### src/rtl/keypad_pkg.sv
// Shared types and helpers for the 4x4 response keypad scanner.
package keypad_pkg;

   localparam int ROWS   = 4;
   localparam int COLS   = 4;
   localparam int CODE_W = 4;

   typedef enum logic [1:0] {
      RES_NONE,
      RES_SINGLE,
      RES_MULTI
   } scan_res_e;

   typedef enum logic [1:0] {
      ST_RELEASED,
      ST_PRESS_WAIT,
      ST_PRESSED,
      ST_RELEASE_WAIT
   } deb_state_e;

   // Columns are active-low, so closed keys show up as zero bits.
   function automatic logic [2:0] zero_count(input logic [COLS-1:0] col);
      logic [2:0] cnt;
      cnt = '0;
      for (int i = 0; i < COLS; i++) begin
         cnt = cnt + 3'(!col[i]);
      end
      return cnt;
   endfunction

   function automatic logic [1:0] first_zero(input logic [COLS-1:0] col);
      logic [1:0] idx;
      idx = '0;
      for (int i = COLS - 1; i >= 0; i--) begin
         if (!col[i]) idx = 2'(i);
      end
      return idx;
   endfunction

endpackage

### src/rtl/keypad_debounce.sv
// Press/release debounce FSM, evaluated once per completed keypad scan.
module keypad_debounce
   import keypad_pkg::*;
#(
   parameter int DEBOUNCE_SCANS = 8
) (
   input  logic              clk,
   input  logic              rst,
   input  logic              scan_done,
   input  scan_res_e         result,
   input  logic [CODE_W-1:0] result_code,
   output logic [CODE_W-1:0] key_code,
   output logic              key_valid,
   output logic              key_down
);

   localparam int CNT_W = $clog2(DEBOUNCE_SCANS + 1) + 1;
   localparam logic [CNT_W-1:0] DEB = CNT_W'(DEBOUNCE_SCANS);

   deb_state_e        state_q;
   logic [CNT_W-1:0]  stab_q;
   logic [CODE_W-1:0] cand_q;
   logic [CODE_W-1:0] key_code_q;
   logic              key_valid_q;
   logic              key_down_q;

   logic              is_single;
   logic              is_none;
   logic [CNT_W-1:0]  stab_inc;

   assign is_single = (result == RES_SINGLE);
   assign is_none   = (result == RES_NONE);
   assign stab_inc  = stab_q + CNT_W'(1);

   assign key_code  = key_code_q;
   assign key_valid = key_valid_q;
   assign key_down  = key_down_q;

   always_ff @(posedge clk or negedge rst) begin
      if (!rst) begin
         state_q     <= ST_RELEASED;
         stab_q      <= '0;
         cand_q      <= '0;
         key_code_q  <= '0;
         key_valid_q <= 1'b0;
         key_down_q  <= 1'b0;
      end else begin
         key_valid_q <= 1'b0;
         if (scan_done) begin
            unique case (state_q)
               ST_RELEASED: begin
                  if (is_single && DEBOUNCE_SCANS == 1) begin
                     state_q     <= ST_PRESSED;
                     key_code_q  <= result_code;
                     key_valid_q <= 1'b1;
                     key_down_q  <= 1'b1;
                  end else if (is_single) begin
                     state_q <= ST_PRESS_WAIT;
                     cand_q  <= result_code;
                     stab_q  <= CNT_W'(1);
                  end
               end
               ST_PRESS_WAIT: begin
                  if (is_single && result_code == cand_q) begin
                     if (stab_inc >= DEB) begin
                        state_q     <= ST_PRESSED;
                        key_code_q  <= cand_q;
                        key_valid_q <= 1'b1;
                        key_down_q  <= 1'b1;
                     end else begin
                        stab_q <= stab_inc;
                     end
                  end else if (is_single) begin
                     cand_q <= result_code;
                     stab_q <= CNT_W'(1);
                  end else if (!is_none) begin
                     stab_q <= '0;
                  end else begin
                     state_q <= ST_RELEASED;
                     stab_q  <= '0;
                  end
               end
               ST_PRESSED: begin
                  if (!(is_single && result_code == key_code_q)) begin
                     if (is_none && DEBOUNCE_SCANS == 1) begin
                        state_q    <= ST_RELEASED;
                        stab_q     <= '0;
                        key_down_q <= 1'b0;
                     end else begin
                        state_q <= ST_RELEASE_WAIT;
                        stab_q  <= CNT_W'(1);
                     end
                  end
               end
               ST_RELEASE_WAIT: begin
                  if (is_none) begin
                     if (stab_inc >= DEB) begin
                        state_q    <= ST_RELEASED;
                        stab_q     <= '0;
                        key_down_q <= 1'b0;
                     end else begin
                        stab_q <= stab_inc;
                     end
                  end else if (is_single && result_code == key_code_q) begin
                     state_q <= ST_PRESSED;
                  end else begin
                     stab_q <= CNT_W'(1);
                  end
               end
            endcase
         end
      end
   end

endmodule

### src/rtl/matrix_keypad_scan.sv
// Row strobe scanner and per-scan column accumulator for the response keypad.
module matrix_keypad_scan
   import keypad_pkg::*;
#(
   parameter int SCAN_DIV       = 1000,
   parameter int DEBOUNCE_SCANS = 8
) (
   input  logic              clk,
   input  logic              rst,
   input  logic [COLS-1:0]   col_in,
   output logic [ROWS-1:0]   row_out,
   output logic [CODE_W-1:0] key_code,
   output logic              key_valid,
   output logic              key_down
);

   localparam int SLOT_W = (SCAN_DIV > 1) ? $clog2(SCAN_DIV) : 1;
   localparam logic [SLOT_W-1:0] SLOT_LAST = SLOT_W'(SCAN_DIV - 1);

   logic [SLOT_W-1:0] slot_q, slot_d;
   logic [1:0]        row_q, row_d;
   logic [1:0]        acc_cnt_q, acc_cnt_d;
   logic [CODE_W-1:0] acc_code_q, acc_code_d;
   logic              done_q, done_d;
   scan_res_e         res_q, res_d;
   logic [CODE_W-1:0] res_code_q, res_code_d;

   logic              slot_end;
   logic [2:0]        row_zeros;
   logic [2:0]        sum;
   logic [1:0]        base_cnt;

   assign slot_end = (slot_q == SLOT_LAST);
   assign row_out  = ~(4'b0001 << row_q);

   // Columns are folded in on the last slot cycle so they have settled;
   // the count saturates at 2 since only NONE/SINGLE/MULTI matter.
   always_comb begin
      slot_d     = slot_end ? '0 : slot_q + SLOT_W'(1);
      row_d      = slot_end ? row_q + 2'd1 : row_q;
      row_zeros  = zero_count(col_in);
      base_cnt   = (row_q == 2'd0) ? 2'd0 : acc_cnt_q;
      sum        = {1'b0, base_cnt} + row_zeros;
      acc_cnt_d  = acc_cnt_q;
      acc_code_d = acc_code_q;
      done_d     = 1'b0;
      res_d      = res_q;
      res_code_d = res_code_q;
      if (slot_end) begin
         acc_cnt_d = (sum > 3'd1) ? 2'd2 : sum[1:0];
         if (base_cnt == 2'd0) begin
            acc_code_d = {row_q, first_zero(col_in)};
         end
         if (row_q == 2'(ROWS - 1)) begin
            done_d     = 1'b1;
            res_code_d = acc_code_d;
            if (acc_cnt_d == 2'd0) begin
               res_d = RES_NONE;
            end else if (acc_cnt_d == 2'd1) begin
               res_d = RES_SINGLE;
            end else begin
               res_d = RES_MULTI;
            end
         end
      end
   end

   always_ff @(posedge clk or negedge rst) begin
      if (!rst) begin
         slot_q     <= '0;
         row_q      <= '0;
         acc_cnt_q  <= '0;
         acc_code_q <= '0;
         done_q     <= 1'b0;
         res_q      <= RES_NONE;
         res_code_q <= '0;
      end else begin
         slot_q     <= slot_d;
         row_q      <= row_d;
         acc_cnt_q  <= acc_cnt_d;
         acc_code_q <= acc_code_d;
         done_q     <= done_d;
         res_q      <= res_d;
         res_code_q <= res_code_d;
      end
   end

   keypad_debounce #(
      .DEBOUNCE_SCANS(DEBOUNCE_SCANS)
   ) u_debounce (
      .clk        (clk),
      .rst        (rst),
      .scan_done  (done_q),
      .result     (res_q),
      .result_code(res_code_q),
      .key_code   (key_code),
      .key_valid  (key_valid),
      .key_down   (key_down)
   );

endmodule

### config.mk
export PLATFORM = sky130hd
export DESIGN_NAME = matrix_keypad_scan
export DESIGN_NICKNAME = d
export VERILOG_FILES = /design/src/rtl/keypad_pkg.sv /design/src/rtl/keypad_debounce.sv /design/src/rtl/matrix_keypad_scan.sv
export SDC_FILE = /design/constraint.sdc
export NUM_CORES = 1
export LEC_CHECK = 0
export ABC_CLOCK_PERIOD_IN_PS = 3500
export BUFFER_PORTS_ARGS = -buffer_cell sky130_fd_sc_hd__buf_2
export CAP_MARGIN = 20
export CELL_PAD_IN_SITES_DETAIL_PLACEMENT = 2
export CELL_PAD_IN_SITES_GLOBAL_PLACEMENT = 2
export CORE_UTILIZATION = 39
export CTS_CLUSTER_DIAMETER = 200
export CTS_CLUSTER_SIZE = 14
export DETAILED_ROUTE_END_ITERATION = 12
export GPL_TIMING_DRIVEN = 0
export HOLD_SLACK_MARGIN = 0.1
export PLACE_DENSITY_LB_ADDON = 0.15
export SYNTH_ARGS = -nofsm -noshare
export SYNTH_HDL_FRONTEND = slang
export SYNTH_SLANG_ARGS = --single-unit
### constraint.sdc
create_clock -name clk -period 3.5 [get_ports clk]
set_input_delay 0.175 -clock clk [delete_from_list [all_inputs] [get_ports clk]]
set_output_delay 0.175 -clock clk [all_outputs]
set_load 0.05 [all_outputs]
==> results.cfg, run 1 <==
[setup_path]
start_kind = flip-flop
critical-path-slowest-cell = fa_1
arrival_ns = 3.11
r2r_cells = 9
path_depth = 9
cpPeakStageDelay_ns = 0.47
critical_path.cell_chain = inv_1, ha_1, nor2b_1, fa_1, fa_1, fa_1, nor2_1, nand2_1, o21ai_0
path_class = reg2reg
path_delay_family = adder cells
rr_endpoint = acc_cnt_q[0]
worst_setup_path_end_kind = flip-flop
critPathMaxFanout = 5
crit_start = row_q[0]
crit_required_ns = 3.71
r2r_start = row_q[0]
worst-path-buf-inv = 1
ff2ff_setup_slack_ns = 0.60
crit_top_cell = fa_1

[placed_design]
place_inst = 304
io_buffers = 15
hpwl_um = 4119
gp_congestion = 0.7802

[synth]
yosys_warnings = 0
synth-seq-cells = 42
yosys.cell_types.count = 47
avgSynthCellArea_um2 = 10.36
synth_most_common_cell = dfrtp_1
synth_common_cells = dfrtp_1, nand2_1, nor2_1
syn-instance-count = 217
synth-async-reset-ratio_pct = 100.0
synth.top_cell.area_share_pct = 46.77
synth_area_mm2 = 0.002247
ys.flop_type = dfrtp_1
synth_fp_nets = 233
yosysTopAreaCell = dfrtp_1
synth-edff-count = 0
seq_area_frac_synth_pct = 46.77
synth_area_leaders = dfrtp_1, mux2_2, ha_1

[global_route]
grt_max_degree = 43
grt-ovfl-total = 0
gr-usage-all-layers_pct = 20.07
grt_pass1_wl_um = 9397
first_global_vias = 1977
antenna_found_initial = 0

[route]
via_per_inst = 5.503
wl_per_cell_um = 17.51
dr.pass1.iters = 4
route.detailed.drc = 0
num_vias = 1717
antenna_left = 0
drt-initial-drc-count = 45
totalWireLength_um = 5463

[status]
status = finished clean

[timing]
rsz0062_at_grt = false
slew_viol_final = 0
tns_ns = 0
relSlewSlack_pct = 34.35
fin_skew_ns = 0.006525
hold_ws_ns = 0.2202
tightest_slew_ns = 0.9848
fmax_mhz = 344.5
setup_viol = 0
period_minus_slack_ns = 2.903
post-route-period-util_pct = 82.93
hold_viol = 0

[hold_path]
min_path_cells = 3
whs_endpoint = res_code_q[0]
min_from = col_in[0]
hp-class = in2reg

[final_layout]
antenna_cells = 0
drive_above_1_share_pct = 16.67
fin_nets = 256
syn_to_final_growth_pct = 12.81
fin_cells = 312

[cts]
tritoncts = done
cts_setup_buffers = 0
cts_buffer_depth = 2
htreeDepth = 2
hold_buffers = 1
cts_resized = 0
cts_buffers = 5
cts_sinks = 42
clkTransAtPathRegs_ns = 0.09
cts_root_buf = clkbuf_8
clk_latency_ns = 0.30

[power]
cell_internal_pwr_uw = 721.2
power_density_mw_per_mm2 = 361.6
switching_power_uw = 195.5
combPwrFrac_pct = 3.0
switching_share_pct = 21.32
p_leak_nw = 1.173
ir_drop_v = 0.0001680
total_power_uw = 916.7
p_clk_share_pct = 44.1
seqPwrFrac_pct = 52.9

[die]
die_w_um = 77.91
pin_count = 16
start_util_pct = 40.56
dieArea_mm2 = 0.006069
row_count = 27
core-area_mm2 = 0.005540
fp.dieH_um = 77.91

[job]
maxCapViolCount = 0
worst min-delay path: cells and delay by family:
kind	cells	cell delay [ns]
buffers and inverters	1	0.09
AO/OA/AOI/OAI	2	0.22
state kept, by name (all words and copies together), names as in the netlist:
signal                flops
u_debounce.key_code       4
row_q                     2
done_q                    1
u_debounce.key_down       1
res_q                     2
u_debounce.state_q        2
acc_code_q                4
u_debounce.stab_q         5
slot_q                   10
acc_cnt_q                 2
u_debounce.cand_q         4
u_debounce.key_valid      1
res_code_q                4
kinds of logic (layout without fill, tap and decap cells):
group | Yosys count | after routing | synth area share, %
compound gates | 43 | 43 | 13.42
xor+xnor | 16 | 16 | 6.236
fa+ha+maj | 10 | 10 | 6.570
buf+inv | 17 | 40 | 2.895
flops | 42 | 42 | 46.77
mux | 12 | 12 | 5.902
simple gates | 77 | 77 | 18.21
power groups by stage:
stage | Sequential [mW] | Clock [mW] | Combinational (mW)
5_1_grt | 0.485 | 0.428 | 0.0317
2_1_floorplan | 0.495 | 0 | 0.0105
4_1_cts | 0.485 | 0.412 | 0.0287
3_3_place_gp | 0.494 | 0 | 0.0259
6_report | 0.485 | 0.405 | 0.0275
3_5_place_dp | 0.494 | 0 | 0.0279
per-layer routing:
metal / wire length, um / track usage [%] / share of wire (%) / vias to the layer above
li1: - / - / - / 799
met1: 2259 / 22.75 / 41 / 884
met4: 104 / 6.296 / 1.9 / 0
met2: 2986 / 37.88 / 55 / 24
met5: 0 / 0 / 0 / -
met3: 112 / 3.529 / 2.1 / 10
metrics by stage:
stage	worst slack, ns	utilization (%)	area [um^2]
finish	0.5974	45.75	2535
global route	0.3668	45.75	2535
CTS	0.5692	45.75	2535
detailed placement	0.6120	43.54	2412
global placement	0.7911	43.54	2412
floorplan	0.9737	-	2247
how the worst max path moves through the flow:
stage	to	slack, ns
2_1_floorplan	acc_cnt_q[0]	0.97
3_5_place_dp	acc_cnt_q[0]	0.61
6_report	acc_cnt_q[0]	0.60
5_1_grt	acc_cnt_q[0]	0.37
4_1_cts	acc_cnt_q[0]	0.57
3_3_place_gp	acc_cnt_q[0]	0.79
cells in the final DEF, fill, tap and decap left out, types with 7 or more instances in the layout:
| cell type | n |
|---|---|
| ha_1 | 7 |
| nand2_1 | 22 |
| nand3_1 | 9 |
| mux2_2 | 10 |
| xnor2_1 | 10 |
| dfrtp_1 | 42 |
| inv_1 | 13 |
| o21ai_0 | 14 |
| nor2_1 | 17 |
| buf_2 | 16 |
layout make-up:
class / count / area (um^2)
Timing Repair Buffer: 16 / 85.08
Inverter: 13 / 48.80
Fill cell: 591 / 3005
Buffer: 4 / 16.27
Clock inverter: 1 / 30.03
Sequential cell: 42 / 1051
Multi-Input combinational cell: 158 / 1131
Clock buffer: 6 / 82.58
Tap cell: 72 / 90.09
No activity file was read; power rests on OpenSTA's default activity.
==> run 2: changes to the inputs <==
--- a/config.mk
+++ b/config.mk
@@ -5,12 +5,12 @@
 export SDC_FILE = /design/constraint.sdc
 export NUM_CORES = 1
 export LEC_CHECK = 0
-export ABC_CLOCK_PERIOD_IN_PS = 3500
+export ABC_CLOCK_PERIOD_IN_PS = 2470
 export BUFFER_PORTS_ARGS = -buffer_cell sky130_fd_sc_hd__buf_2
 export CAP_MARGIN = 20
 export CELL_PAD_IN_SITES_DETAIL_PLACEMENT = 2
 export CELL_PAD_IN_SITES_GLOBAL_PLACEMENT = 2
-export CORE_UTILIZATION = 39
+export CORE_UTILIZATION = 35
 export CTS_CLUSTER_DIAMETER = 200
 export CTS_CLUSTER_SIZE = 14
 export DETAILED_ROUTE_END_ITERATION = 12
==> constraint.sdc (replaced) <==
create_clock -name clk -period 2.47 [get_ports clk]
set_input_delay 0.1235 -clock clk [delete_from_list [all_inputs] [get_ports clk]]
set_output_delay 0.1235 -clock clk [all_outputs]
set_load 0.05 [all_outputs]
==> run 2 against run 1 <==
Effect of this change:
- power up 28%
- utilization shrank 3.1 points
- sequential power up 42%
- via count down 2.1%
- critical path type unchanged
==> results.cfg, run 2 (same netlist as run 1, synthesis figures left out) <==
[setup_path]
crit_top_cell = fa_1
critical-path-slowest-cell = fa_1
start_kind = flip-flop
worst-path-buf-inv = 1
critical_path.cell_chain = inv_2, ha_4, nor2b_4, fa_1, fa_2, fa_1, nor2_2, nand2_1, o21ai_1
crit_required_ns = 2.69
arrival_ns = 2.68
worst_setup_path_end_kind = flip-flop
critPathMaxFanout = 3
path_delay_family = adder cells
cpPeakStageDelay_ns = 0.46
path_class = reg2reg

[timing]
relSlewSlack_pct = 37.24
fmax_mhz = 405.4
tightest_slew_ns = 0.9413
slew_viol_final = 0
timing.final.ws_setup_ns = 0.003231
tns_ns = 0
fin_skew_ns = 0.007913
rsz0062_at_grt = true
setup_viol = 0
post-route-period-util_pct = 99.87
period_minus_slack_ns = 2.467
hold_ws_ns = 0.1789
hold_viol = 0

[placed_design]
io_buffers = 15
gp_congestion = 0.7471
dpl_cell_area_mm2 = 0.002421
hpwl_um = 3771
place_ws_ns = -0.2439

[power]
switching_power_uw = 252.0
seqPwrFrac_pct = 58.7
switching_share_pct = 21.53
p_leak_nw = 1.198
cell_internal_pwr_uw = 918.2
ir_drop_v = 0.0002420
power_density_mw_per_mm2 = 453.1
combPwrFrac_pct = 3.8
p_clk_share_pct = 37.5

[global_route]
grt-ovfl-total = 0
first_global_vias = 1776
grt_pass1_wl_um = 8493
gr-usage-all-layers_pct = 16.68
grt_max_degree = 43
antenna_found_initial = 0

[cts]
tritoncts = done
cts_buffer_depth = 2
clkTransAtPathRegs_ns = 0.08
cts_root_buf = clkbuf_8
clk_latency_ns = 0.29
cts_buffers = 5
htreeDepth = 2
cts_sinks = 42

[final_layout]
fillerInstances = 665
regArea_mm2 = 0.001051
largest_register = slot_q
layout.cells.most_common = dfrtp_1
largest_reg_flops = 10
antenna_cells = 0
drive_above_1_share_pct = 21.22
fin_nets = 262
syn_to_final_growth_pct = 14.92
multiInputGateArea_mm2 = 0.001160
layout_common_cells = dfrtp_1, nand2_1, buf_2, nor2_1, o21ai_0
fin_area_mm2 = 0.002582
reg_top3 = slot_q x10, u_debounce.stab_q x5

[die]
core-area_mm2 = 0.006061
fp.dieH_um = 82.13
row_count = 28
die_w_um = 82.13
start_util_pct = 37.08
dieArea_mm2 = 0.006745
pin_count = 16

[route]
antenna_left = 0
drt-initial-drc-count = 74
num_vias = 1681
dr.pass1.iters = 4
totalWireLength_um = 4990
via_per_inst = 5.253
route.detailed.drc = 0
wl_per_cell_um = 15.59

[hold_path]
hp-class = in2reg

[status]
status = finished clean

[job]
maxCapViolCount = 0
## run 2: cell types whose count changed in the layout (fill, tap and decap cells not counted), sizes merged
cell	previous run	this run
bufinv	1	0
buf	16	22
## run 2: worst paths after layout
check,cells past startpoint,endpoint,slack (ns),from
min in group asynchronous,2,u_debounce.stab_q[0],0.52,rst
min reg2reg,1,slot_q[0],0.49,slot_q[0]
max in group asynchronous,2,slot_q[8],1.36,rst
max,9,res_q[0],0.003,row_q[0]
min,3,acc_code_q[0],0.18,col_in[0]
max reg2reg,9,res_q[0],0.003,row_q[0]
## run 2: through the flow
stage          total power [mW]  utilization [%]  std cells
6_report                  1.170            42.61        320
5_1_grt                   1.221            42.61        320
4_1_cts                   1.185            42.30        318
3_5_place_dp             0.7408            39.95        307
3_3_place_gp             0.7404            39.95        307
2_1_floorplan            0.7174                -        217
## run 2: area by class of cell
type	instances	share of cell area, %
Timing Repair Buffer	22	5.039
Inverter	13	1.890
Sequential cell	42	40.70
Buffer	4	0.6298
Multi-Input combinational cell	158	44.91
Tap cell	75	3.634
Clock buffer	6	3.198
## run 2: repair_timing
action,4_1_cts,5_1_grt
endpoints found under the setup margin,4,4
resized for setup,8,1
hold buffers,1,0
endpoints found under the hold margin,42,0
buffers inserted,4,2
pin swaps,3,5
## run 2: power groups by stage
stage	Clock, mW	Combinational [mW]	Sequential, mW
2_1_floorplan	0	0.0166	0.701
3_3_place_gp	0	0.0397	0.701
3_5_place_dp	0	0.0402	0.701
4_1_cts	0.453	0.0455	0.687
5_1_grt	0.482	0.0522	0.687
6_report	0.438	0.0450	0.687
## run 2: per-layer routing
| layer | track usage [%] | wire [um] | vias to the layer above |
|---|---|---|---|
| li1 | - | - | 818 |
| met1 | 21.54 | 2427 | 842 |
| met2 | 28.68 | 2420 | 18 |
| met3 | 3.626 | 116 | 3 |
| met4 | 3.158 | 26 | 0 |
| met5 | 0 | 0 | - |
## run 2: worst min-delay path, cell delays in order
cell,delay [ns]
buf_2,0.09
a22oi_1,0.07
o21ai_0,0.14
